### src/rtl/fp64_classify_rr_arbiter_if.sv
// Request/response bundle between FP issue lanes, the shared classifier and FCLASS writeback.
// Latency: none, wires only.
// Backpressure: valid/ready on both the request and response sides.
interface fp64_classify_rr_arbiter_if #(
  parameter int NUM_REQ = 4,
  parameter int ID_W    = 2,
  parameter int CNT_W   = 16
);
  logic [NUM_REQ-1:0]    req_valid;
  logic [NUM_REQ-1:0]    req_ready;
  logic [NUM_REQ*64-1:0] req_data;
  logic                  rsp_valid;
  logic                  rsp_ready;
  logic [ID_W-1:0]       rsp_id;
  logic [63:0]           rsp_data;
  logic [9:0]            rsp_class;
  logic                  busy;
  logic                  cnt_clr;
  logic [CNT_W-1:0]      snan_cnt;

  // Requesters and the response consumer.
  modport master (
    output req_valid, req_data, rsp_ready, cnt_clr,
    input  req_ready, rsp_valid, rsp_id, rsp_data, rsp_class, busy, snan_cnt
  );

  // The arbiter/classifier block.
  modport slave (
    input  req_valid, req_data, rsp_ready, cnt_clr,
    output req_ready, rsp_valid, rsp_id, rsp_data, rsp_class, busy, snan_cnt
  );
endinterface

### src/rtl/fp64_classify_rr_arbiter.sv
// One fp64 classifier shared round-robin by NUM_REQ requesters, with an sNaN counter.
// Latency: 2 cycles from request handshake to rsp_valid; 1 op/cycle sustained.
// Backpressure: rsp_ready low stalls S2, then S1; req_ready drops once both are full.

// Pure combinational IEEE-754 binary64 classifier, one-hot in FCLASS bit order.
module fp64_classify (
  input  logic [63:0] x,
  output logic [9:0]  cls
);
  logic        sgn;
  logic [10:0] expo;
  logic [51:0] mant;
  logic        exp_ones, exp_zero, mant_zero;
  logic        is_inf, is_nan, is_zero, is_den, is_norm;

  assign sgn       = x[63];
  assign expo      = x[62:52];
  assign mant      = x[51:0];
  assign exp_ones  = &expo;
  assign exp_zero  = ~|expo;
  assign mant_zero = ~|mant;

  assign is_inf  = exp_ones & mant_zero;
  assign is_nan  = exp_ones & ~mant_zero;
  assign is_zero = exp_zero & mant_zero;
  assign is_den  = exp_zero & ~mant_zero;
  assign is_norm = ~exp_ones & ~exp_zero;

  // NaNs ignore the sign; mant[51] separates quiet from signalling.
  assign cls = {is_nan & mant[51], is_nan & ~mant[51],
                ~sgn & is_inf, ~sgn & is_norm, ~sgn & is_den, ~sgn & is_zero,
                sgn & is_zero, sgn & is_den, sgn & is_norm, sgn & is_inf};
endmodule

module fp64_classify_rr_arbiter #(
  parameter int NUM_REQ = 4,
  parameter int ID_W    = 2,
  parameter int CNT_W   = 16
) (
  input logic                   clk,
  input logic                   rst_n,
  fp64_classify_rr_arbiter_if.slave bus
);
  logic [ID_W-1:0]    rr_ptr;
  logic [NUM_REQ-1:0] grant;
  logic [ID_W-1:0]    gnt_id;
  logic               gnt_any;
  logic               s1_v, s2_v;
  logic [63:0]        s1_data;
  logic [ID_W-1:0]    s1_id;
  logic               s1_en, s2_en;
  logic               req_hs, rsp_hs;
  logic [9:0]         cls;

  assign s2_en = ~s2_v | bus.rsp_ready;
  assign s1_en = ~s1_v | s2_en;

  // Round-robin scan starting at rr_ptr; first valid requester wins.
  always_comb begin
    int idx;
    grant   = '0;
    gnt_id  = '0;
    gnt_any = 1'b0;
    idx     = 0;
    for (int o = 0; o < NUM_REQ; o++) begin
      idx = int'(rr_ptr) + o;
      if (idx >= NUM_REQ) idx = idx - NUM_REQ;
      if (!gnt_any && bus.req_valid[idx]) begin
        grant[idx] = 1'b1;
        gnt_id     = ID_W'(idx);
        gnt_any    = 1'b1;
      end
    end
  end

  // Ready is gated by reset so no requester sees an accept while held in reset.
  assign bus.req_ready = grant & {NUM_REQ{s1_en & rst_n}};
  assign req_hs        = gnt_any & s1_en & rst_n;
  assign rsp_hs        = s2_v & bus.rsp_ready;

  fp64_classify u_cls (
    .x   (s1_data),
    .cls (cls)
  );

  // Pointer moves just past the requester that was served, so it goes last next time.
  always_ff @(posedge clk or negedge rst_n) begin
    if (!rst_n) begin
      rr_ptr <= '0;
    end else if (req_hs) begin
      if (int'(gnt_id) == NUM_REQ - 1) rr_ptr <= '0;
      else                             rr_ptr <= gnt_id + ID_W'(1);
    end
  end

  // S1: capture the granted operand and its requester index.
  always_ff @(posedge clk or negedge rst_n) begin
    if (!rst_n) begin
      s1_v    <= 1'b0;
      s1_data <= '0;
      s1_id   <= '0;
    end else if (s1_en) begin
      s1_v <= req_hs;
      if (req_hs) begin
        s1_data <= bus.req_data[int'(gnt_id)*64 +: 64];
        s1_id   <= gnt_id;
      end
    end
  end

  // S2: register classifier result; these registers are the response port.
  always_ff @(posedge clk or negedge rst_n) begin
    if (!rst_n) begin
      s2_v          <= 1'b0;
      bus.rsp_id    <= '0;
      bus.rsp_data  <= '0;
      bus.rsp_class <= '0;
    end else if (s2_en) begin
      s2_v <= s1_v;
      if (s1_v) begin
        bus.rsp_id    <= s1_id;
        bus.rsp_data  <= s1_data;
        bus.rsp_class <= cls;
      end
    end
  end

  // Saturating sNaN counter; clear takes priority over a same-cycle increment.
  always_ff @(posedge clk or negedge rst_n) begin
    if (!rst_n) begin
      bus.snan_cnt <= '0;
    end else if (bus.cnt_clr) begin
      bus.snan_cnt <= '0;
    end else if (rsp_hs && bus.rsp_class[8] && (bus.snan_cnt != {CNT_W{1'b1}})) begin
      bus.snan_cnt <= bus.snan_cnt + CNT_W'(1);
    end
  end

  assign bus.rsp_valid = s2_v;
  assign bus.busy      = s1_v | s2_v;
endmodule

### src/flat_wrapper.sv
// flat-port wrapper written by rule: the top's interface ports become plain ports
module fp64_classify_rr_arbiter_flat 
#(
  parameter int NUM_REQ = 4,
  parameter int ID_W    = 2,
  parameter int CNT_W   = 16
)
  (clk, rst_n, bus_req_valid, bus_req_data, bus_rsp_ready, bus_cnt_clr, bus_req_ready, bus_rsp_valid, bus_rsp_id, bus_rsp_data, bus_rsp_class, bus_busy, bus_snan_cnt);
  fp64_classify_rr_arbiter_if #(.NUM_REQ(NUM_REQ), .ID_W(ID_W), .CNT_W(CNT_W)) bus_i ();
  input logic clk;
  input logic rst_n;
  input wire logic [$bits(bus_i.req_valid)-1:0] bus_req_valid;
  input wire logic [$bits(bus_i.req_data)-1:0] bus_req_data;
  input wire logic [$bits(bus_i.rsp_ready)-1:0] bus_rsp_ready;
  input wire logic [$bits(bus_i.cnt_clr)-1:0] bus_cnt_clr;
  output wire logic [$bits(bus_i.req_ready)-1:0] bus_req_ready;
  output wire logic [$bits(bus_i.rsp_valid)-1:0] bus_rsp_valid;
  output wire logic [$bits(bus_i.rsp_id)-1:0] bus_rsp_id;
  output wire logic [$bits(bus_i.rsp_data)-1:0] bus_rsp_data;
  output wire logic [$bits(bus_i.rsp_class)-1:0] bus_rsp_class;
  output wire logic [$bits(bus_i.busy)-1:0] bus_busy;
  output wire logic [$bits(bus_i.snan_cnt)-1:0] bus_snan_cnt;
  assign bus_i.req_valid = bus_req_valid;
  assign bus_i.req_data = bus_req_data;
  assign bus_i.rsp_ready = bus_rsp_ready;
  assign bus_i.cnt_clr = bus_cnt_clr;
  assign bus_req_ready = bus_i.req_ready;
  assign bus_rsp_valid = bus_i.rsp_valid;
  assign bus_rsp_id = bus_i.rsp_id;
  assign bus_rsp_data = bus_i.rsp_data;
  assign bus_rsp_class = bus_i.rsp_class;
  assign bus_busy = bus_i.busy;
  assign bus_snan_cnt = bus_i.snan_cnt;
  fp64_classify_rr_arbiter #(.NUM_REQ(NUM_REQ), .ID_W(ID_W), .CNT_W(CNT_W)) u_core (.clk(clk), .rst_n(rst_n), .bus(bus_i));
endmodule
### config.mk
export PLATFORM = sky130hd
export DESIGN_NAME = fp64_classify_rr_arbiter_flat
export DESIGN_NICKNAME = d
export VERILOG_FILES = /design/src/rtl/fp64_classify_rr_arbiter_if.sv /design/src/rtl/fp64_classify_rr_arbiter.sv /design/src/flat_wrapper.sv
export SDC_FILE = /design/constraint.sdc
export NUM_CORES = 1
export LEC_CHECK = 0
export ABC_AREA = 1
export BUFFER_PORTS_ARGS = -buffer_cell sky130_fd_sc_hd__buf_4
export CORE_ASPECT_RATIO = 1.1
export CORE_UTILIZATION = 35
export CTS_CLUSTER_DIAMETER = 30
export DETAILED_ROUTE_END_ITERATION = 10
export PLACE_DENSITY_LB_ADDON = 0.3
export SLEW_MARGIN = 20
export SYNTH_ARGS = -nofsm -noshare
export SYNTH_HDL_FRONTEND = slang
export SYNTH_SLANG_ARGS = --single-unit
### constraint.sdc
create_clock -name clk -period 5.4 [get_ports clk]
set_input_delay 0 -clock clk [delete_from_list [all_inputs] [get_ports clk]]
set_output_delay 0 -clock clk [all_outputs]
set_load 0.02 [all_outputs]
==> impl_metrics.csv <==
group,metric,value,unit
detailed_routing,viasPerCell,4.83,
sta,finClkSkew,0.0139,ns
yosys,ys_types,35,
power_and_ir_drop,p_int,4.90,mW
power_and_ir_drop,switching_share,47.9,%
yosys,synth_nets,1643,
global_route,antenna_found_initial,1,
cts,numCtsBuffers,17,
placed_design,place_hpwl,24.0,mm
sta,drv_slew,0,
sta,grt_setup_unrepaired,"false",
setup_path,startpoint_type,"flop",
yosys,yosysSeqAreaShare,42.1,%
power_and_ir_drop,pwr-share-comb,64.3,%
floorplanning,fp.dieW,160,um
setup_path,cp-end-kind,"flop",
finish,drive_above_1_share,23.5,%
setup_path,required,5.75,ns
sta,worst_pin_slew,1.02,ns
cts,cts.repair.resized,0,
global_route,gr-total-overflow,0,
cts,cts_tree,"done",
setup_path,crit_fanout,69,
global_route,grt_use_total,24.6,%
floorplanning,start_util,35.6,%
placed_design,place_congestion,0.933,
yosys,synth_top_cell_area_share,42.1,%
power_and_ir_drop,clkPwrFrac,13.1,%
sta,fin_tns_setup,0,ns
hold_path,hp-class,"in -> reg",
finish,final_common_cell,"nand2_1",
yosys,yosysTopAreaCell,"dfrtp_1",
cts,cts_root_buf,"clkbuf_16",
finish,stdcell_count,2206,
global_route,grt_pass1_vias,10455,
sta,setup_viol,0,
setup_path,critical_path_arrival,5.01,ns
detailed_routing,dr.pass1.iters,7,
placed_design,io_buffers,361,
finish,fin_nets,2105,
sta,fin_crit_sh,86.3,%
global_route,grt_max_degree,193,
power_and_ir_drop,peakVddDrop,0.855,mV
floorplanning,fp.dieH,176,um
finish,num-fill-cells,2603,
floorplanning,coreArea,27000,um^2
yosys,syn_avg_cell_area,7.01,um^2
power_and_ir_drop,power_density,648,nW/um^2
floorplanning,rows,63,
finish,layout_common_cells,"nand2_1, buf_4, nand3_1, inv_1, dfrtp_1",
detailed_routing,post_drt_wl_per_cell,15.8,um
global_route,grt_pass1_wl,54.7,mm
detailed_routing,drt_wl_total,34.8,mm
finish,area_delta_synth_final,51.0,%
cts,h-tree-depth,4,
outcome,run_status,"completed",
power_and_ir_drop,power_frac_seq,22.6,%
cts,clock_latency,0.42,ns
detailed_routing,drc,0,
cts,hold_buffers,149,
finish,finish.utilization,53.8,%
cts,clockBufferDepth,2,
sta,finalCriticalPeriod,4.66,ns
sta,slew_headroom,32.3,%
yosys,ys_ff_latch,162,
detailed_routing,dr_total_vias,10654,
power_and_ir_drop,switching_power,4.52,mW
flow_run,maxCapViolations,0,
setup_path,path_class,"reg -> reg",
floorplanning,pin_count,362,
power_and_ir_drop,power_leakage,7.76,nW
sta,finalHoldViolCount,0,
yosys,syn-instance-count,1373,
sta,fmax,214,MHz
yosys,ys_warn_count,0,
detailed_routing,drtIter0Drc,876,
placed_design,placed_cells,2024,
yosys,synth_area,9630,um^2
cts,postCtsSetupBuffers,0,
cts,clk_pin_slew,0.07,ns
detailed_routing,ant_nets,0,
floorplanning,die_area,28200,um^2
cts,cts_sinks,162,
yosys,synthTopCellsByArea,"dfrtp_1, nand2_1, nand3_1, inv_1, o21ai_0",
[cell usage after synthesis]
cell type,count
buf_4,11
clkbuf_1,29
nor3_1,8
xor2_1,1
a211oi_1,1
o21bai_1,1
nor2_4,3
nor4_1,16
o21ai_0,51
inv_1,200
o21a_1,2
or2_2,14
a21oi_1,15
nand3_2,2
a21boi_0,1
a21o_1,29
nand3_1,235
inv_2,5
o31ai_1,1
xnor2_1,1
nand4_1,10
buf_2,21
dfrtp_1,162
buf_1,2
a31oi_1,1
ha_1,6
nand2_1,452
or2_1,17
or2_0,32
o22ai_1,1
o221ai_1,4
buf_6,10
nor2_1,19
and3_1,1
nand2_2,9
[path summary, 6_finish.rpt]
path	slack, ns	start	to	depth (start not counted)
max reg2reg	0.74	u_core.rr_ptr[0]	u_core.s1_data[0]	13
min	0.02	bus_req_data[121]	u_core.s1_data[57]	7
max	0.74	u_core.rr_ptr[0]	u_core.s1_data[0]	13
min in group asynchronous	0.21	rst_n	u_core.bus.snan_cnt[8]	2
max in group asynchronous	3.93	rst_n	u_core.s1_data[8]	3
min reg2reg	0.48	u_core.bus.rsp_data[30]	u_core.bus.rsp_data[30]	2
[registers in the layout (all words and copies together) (netlist names)]
name / cells
u_core.bus.rsp_class: 10
u_core.bus.rsp_data: 64
u_core.bus.rsp_id: 2
u_core.bus.rsp_valid: 1
u_core.bus.snan_cnt: 16
u_core.rr_ptr: 2
u_core.s1_data: 64
u_core.s1_id: 2
u_core.s1_v: 1
[worst max-delay path, cell delays in order, from the launching register on]
cell and delay (ns):
dfrtp_1 0.50, inv_2 0.18, ha_1 0.39, inv_1 0.09
nand3_1 0.09, nand2_1 0.08, nand4_1 0.16, nand2_4 0.48
nor2_4 0.85, buf_4 0.41, nand3_1 0.12, dlygate4sd3_1 0.57
nand3_1 0.09, dlygate4sd3_1 0.55
[through the flow]
step	power, mW	area, um^2	worst slack (ns)	hold WS [ns]
floorplan	5.88	9630	3.12	-0.296
global placement	7.22	12500	1.88	0.123
detailed placement	7.28	12500	1.84	0.127
CTS	9.43	14500	0.784	0.00115
global route	10.2	14500	0.390	0.0258
finish	9.42	14500	0.738	0.0171
[power by group through the flow]
| stage | combinational [mW] | clock (mW) | sequential [mW] |
|---|---|---|---|
| finish | 6.06 | 1.24 | 2.13 |
| detailed placement | 5.14 | 0 | 2.14 |
| global placement | 5.09 | 0 | 2.13 |
| global route | 6.72 | 1.31 | 2.19 |
| floorplan | 3.58 | 0 | 2.30 |
| CTS | 6.05 | 1.26 | 2.12 |
[kinds of logic after synthesis]
| group | Yosys count | synth area share (%) |
|---|---|---|
| XOR/XNOR | 2 | 0.182 |
| adder cells (fa/ha/maj) | 6 | 0.780 |
| AO/OA/AOI/OAI | 107 | 6.65 |
| flip-flops | 162 | 42.1 |
| AND/OR/NAND/NOR | 818 | 38.0 |
| buffers and inverters | 278 | 12.3 |
[routing by layer]
layer  vias to the layer above  part of all wire [%]  global-route usage (%)
met1                      4951                    42                    31.4
met3                        57                   5.9                    4.39
li1                       5237                     -                       -
met4                         0                   3.1                    8.65
met2                       409                    49                    41.7
met5                         -                     0                       0
[cell type report]
type	count	area (um^2)	share of cell area, %
repair buffers	516	4250	29.2
diodes	1	2.50	0.0172
clock buffers	17	425	2.92
multi-input cells	933	4430	30.4
clock inverters	15	164	1.13
inverters	205	769	5.29
flip-flops and latches	162	4050	27.9
well taps	357	447	3.07
(Power assumes the default switching activity.)
